`src/rtl/prio_encoder.sv`:
```
// Registered priority encoder: index of the highest-priority set bit of a 2**CODE_WIDTH-bit vector.
// Optional registered one-hot output of the winner when PRIO_ENC_ONEHOT_EN is defined.
module prio_encoder #(
    parameter int CODE_WIDTH = 2,
    parameter bit LSB_PRIO   = 1'b0
) (
    input  logic                       clk,
    input  logic                       rst,
    input  logic [2**CODE_WIDTH-1:0]   data,
    output logic [CODE_WIDTH-1:0]      code,
    output logic                       valid
`ifdef PRIO_ENC_ONEHOT_EN
    ,
    output logic [2**CODE_WIDTH-1:0]   onehot
`endif
);

    localparam int DATA_W = 2**CODE_WIDTH;

    if (CODE_WIDTH < 1 || CODE_WIDTH > 6) begin : g_bad_width
        $error("prio_encoder: CODE_WIDTH must be in 1..6");
    end

    logic [CODE_WIDTH-1:0] code_next;
    logic                  valid_next;

    // Scan toward the winning end so the last hit assigned is the priority winner.
    always_comb begin
        code_next = '0;
        for (int i = 0; i < DATA_W; i++) begin
            if (LSB_PRIO) begin
                if (data[DATA_W-1-i]) code_next = CODE_WIDTH'(DATA_W-1-i);
            end else begin
                if (data[i]) code_next = CODE_WIDTH'(i);
            end
        end
    end

    assign valid_next = |data;

`ifdef PRIO_ENC_ONEHOT_EN
    logic [DATA_W-1:0] onehot_next;

    assign onehot_next = valid_next ? (DATA_W'(1) << code_next) : '0;

    always_ff @(posedge clk or posedge rst) begin
        if (rst) onehot <= '0;
        else     onehot <= onehot_next;
    end
`endif

    always_ff @(posedge clk or posedge rst) begin
        if (rst) begin
            code  <= '0;
            valid <= 1'b0;
        end else begin
            code  <= code_next;
            valid <= valid_next;
        end
    end

endmodule

```
`config.mk`:
```
export PLATFORM = sky130hd
export DESIGN_NAME = prio_encoder
export DESIGN_NICKNAME = d
export VERILOG_FILES = /design/src/rtl/prio_encoder.sv
export SDC_FILE = /design/constraint.sdc
export NUM_CORES = 1
export LEC_CHECK = 0
export ABC_AREA = 1
export BUFFER_PORTS_ARGS = -buffer_cell sky130_fd_sc_hd__buf_2
export CAP_MARGIN = 40
export CORE_AREA = 3 3 40 42
export DETAILED_ROUTE_END_ITERATION = 8
export DIE_AREA = 0 0 43 45
export GPL_ROUTABILITY_DRIVEN = 0
export PLACE_DENSITY = 0.3
export SYNTH_ARGS = -nofsm -noshare
export SYNTH_HDL_FRONTEND = slang
export SYNTH_SLANG_ARGS = --single-unit
```
`constraint.sdc`:
```
create_clock -name clk -period 0.8 [get_ports clk]
set_input_delay 0.24 -clock clk [delete_from_list [all_inputs] [get_ports clk]]
set_output_delay 0.24 -clock clk [all_outputs]
set_load 0.02 [all_outputs]
```
Word level (Yosys, flattened, before mapping)
Index checks and enable logic that the tools add are counted.
{ "word_totals": {"reg_bits": 3, "output_inout_bits": 3, "word_cells": 6, "inputBits": 6} }
{ "op_classes": {"n_reduce_logical": 1, "mux": 3} }
{ "op_table": {"columns": ["op", "n"], "rows": [
  ["2-to-1 mux 2 bit", 2],
  ["OR reduction 4 bit", 1],
  ["2-to-1 mux 1 bit", 1]
]} }

Depth between registers and ports, before layout
{ "depth": {"word_depth": 3, "mapped_depth": 3, "ltp_nobuf": 3} }

Least setup slack after synthesis
No wires, ideal clock.
{ "synth_path": {"path_type": "register to output", "start": "reg code[0]", "end": "out code[0]", "n_path_buf": 0, "arrival_ns": 0.416, "t_required_ns": 0.560, "path_stages_with_launch": 1, "path_slack_ns": 0.144, "path_cell_list": "dfrtp_1"} }
{ "synth_rtl": {"columns": ["element", "line_no", "rtl"], "rows": [
  ["from (decl)", "10", "output logic [CODE_WIDTH-1:0] code,"],
  ["from (signal assigned)", "57", "code <= code_next;"]
]} }
No word-level cell between the ends.

Worst setup path in the final report
{ "layout_path": {"start": "reg valid", "end": "out valid"} }
{ "layout_rtl": {"columns": ["element", "line_no", "rtl"], "rows": [
  ["from (decl)", "11", "output logic valid"],
  ["from (signal assigned)", "58", "valid <= valid_next;"]
]} }
No word-level cell between the ends.

==> qor.csv <==
stage;metric;value;unit
clock_tree;cts_buffers;3;
power;p_per_area;2150;nW/um^2
power;peakVddDrop;0.000379;V
synthesis;netlist_area;111;sq um
floorplan;start_util;8.67;%
grt;grt_max_degree;4;
job;max-cap-violations;0;
hold_path;hold_depth;3;
grt;antenna_found_initial;0;
clock_tree;root_buffer;clkbuf_4;
worst_setup_path;required;0.56;ns
floorplan;die_h;45;um
synthesis;ys_seq_area_share;67.4;%
detailed_routing;drt_pass1_iterations;2;
sta;tightest_slew;0.110;ns
worst_setup_path;worstSetupPathType;reg -> out;
worst_setup_path;cp_max_fo;1;
synthesis;yosys_most_used_dff;dfrtp_1;
synthesis;synth_fp_nets;18;
sta;setup_viol;3;
detailed_routing;drtAntennaViolNets;0;
synthesis;synth_cells;12;
sta;finalCritPeriodShare;122;%
sta;relSlewSlack;92.6;%
outcome;failed_checks;setup timing;
worst_setup_path;worst-path-stages;1;
synthesis;synth_area_leader_cell;dfrtp_1;
synthesis;ys_ff_latch;3;
synthesis;ys_async_sr_fraction;100;%
grt;grt_first_pass_wirelength;489;um
sta;setup_total_negative_slack;-0.504;ns
synthesis;yosys-top-cells-count;inv_1, dfrtp_1, nand2_1;
cells_and_area;diodes;0;
synthesis;synth_most_common_cell;inv_1;
synthesis;synth_area_leaders;dfrtp_1, inv_1, nand2_1;
detailed_routing;post_drt_wl_per_cell;6.50;um
clock_tree;htreeDepth;1;
synthesis;netlist.area_leader.share;67.4;%
cells_and_area;final_core_util;17.5;%
sta;fin_ws;-0.173;ns
clock_tree;cts_tree;built;
floorplan;die_area;1940;sq um
floorplan;die_w;43;um
clock_tree;clk_pin_slew_worst_paths;0.04;ns
sta;final_hold_viol_count;0;
worst_setup_path;max_stage_delay;0.37;ns
detailed_routing;routed_wl;260;um
outcome;status;complete, but fails checks;
synthesis;synth_edf_count;0;
sta;whs;0.201;ns
detailed_routing;drt-vias-per-instance;2.70;
synthesis;yosys_warnings;0;
worst_setup_path;cp.buffers_inverters;1;
worst_setup_path;endpoint_kind;output port;
grt;grt_pass1_vias;128;
sta;drv_slew;0;
grt;gr-total-overflow;0;
power;p_leak;0.116;nW
cells_and_area;final_nets;32;
worst_setup_path;critPathSlowestCell;dfrtp_1;
worst_setup_path;critPathArrivalTime;0.73;ns
floorplan;ios;9;
sta;max_freq;1.03;GHz
worst_setup_path;crit_chain;buf_6;
placement;portBuffers;8;
detailed_routing;drc;0;
sta;rsz0062_at_grt;yes;
floorplan;fp.coreArea;1280;sq um
detailed_routing;drt_iter0_markers;1;
hold_path;hold_class;in -> reg;
worst_setup_path;startpoint_type;register;
synthesis;synth.avg_cell_area;9.28;sq um
clock_tree;postCtsSetupBuffers;0;
cells_and_area;drive_gt1_share;48.0;%
clock_tree;clk_path_buf_depth;2;
grt;track_usage;4.09;%
floorplan;std_cell_rows;13;
sta;finalCriticalPeriod;0.973;ns
detailed_routing;routed-via-count;108;
synthesis;synth.distinct_cells;5;
cells_and_area;area_growth;102;%
worst_setup_path;path_delay_family;flip-flops;
clock_tree;cts.sinks;3;
-- tightest hold or removal path, cell delays in order --
cell     delay [ns]
buf_2          0.07
nor2_1         0.03
nand2_1        0.05
-- state kept, by name (all words and copies together) (netlist names) --
name / count
valid: 1
code: 2
-- cells in the final DEF, fill, tap and decap left out, drive strengths merged --
cell / instances
nor2: 2
dlygate4sd3: 1
inv: 4
clkbuf: 4
buf: 8
nand2: 3
dfrtp: 3
-- cell type report --
type	instances	area, sq um
Fill cell	152	1060
Sequential cell	3	75.1
Inverter	4	15.0
Clock buffer	4	26.3
Tap cell	15	18.8
Timing Repair Buffer	9	68.8
Multi-Input combinational cell	5	21.3
-- path summary, 6_finish.rpt --
check | start | end
worst max-delay path | valid | valid
worst min-delay path | data[0] | valid
max in group asynchronous | rst | code[0]
min in group asynchronous | rst | valid
-- metal layers --
metal | wire [um] | global-route usage [%] | share of wire, % | vias to the layer above
li1 | - | - | - | 57
met5 | 0 | 0 | 0 | -
met1 | 111 | 3.63 | 43 | 42
met3 | 57 | 3.98 | 22 | 0
met4 | 0 | 5.42 | 0 | 0
met2 | 91 | 4.49 | 35 | 9
-- cells by family after synthesis --
kind of cell / after synthesis / synth area share [%]
buffers and inverters: 4 / 13.5
DFF: 3 / 67.4
and+or+nand+nor: 5 / 19.1
-- stage by stage --
step | instance area [sq um] | total power, mW | cells | worst slack [ns]
after floorplan | 111 | 0.184 | 12 | 0.144
after global placement | 170 | 0.206 | 35 | 0.0665
after detailed placement | 170 | 0.208 | 35 | 0.0634
after CTS | 225 | 0.500 | 40 | -0.181
after global routing | 225 | 0.513 | 40 | -0.207
final | 225 | 0.484 | 40 | -0.173
-- timing repair --
action,in CTS,in global routing
hold buffers,1,0
endpoints found under the setup margin,3,3
resized for setup,6,0
endpoints found under the hold margin,3,0
-- power breakdown --
group          internal, mW  switching [mW]  total (mW)
Sequential            0.160         0.00345       0.163
Combinational        0.0294          0.0260      0.0554
Clock                 0.187          0.0783       0.265
Total                 0.376           0.108       0.484
No activity file was read; power rests on OpenSTA's default activity.
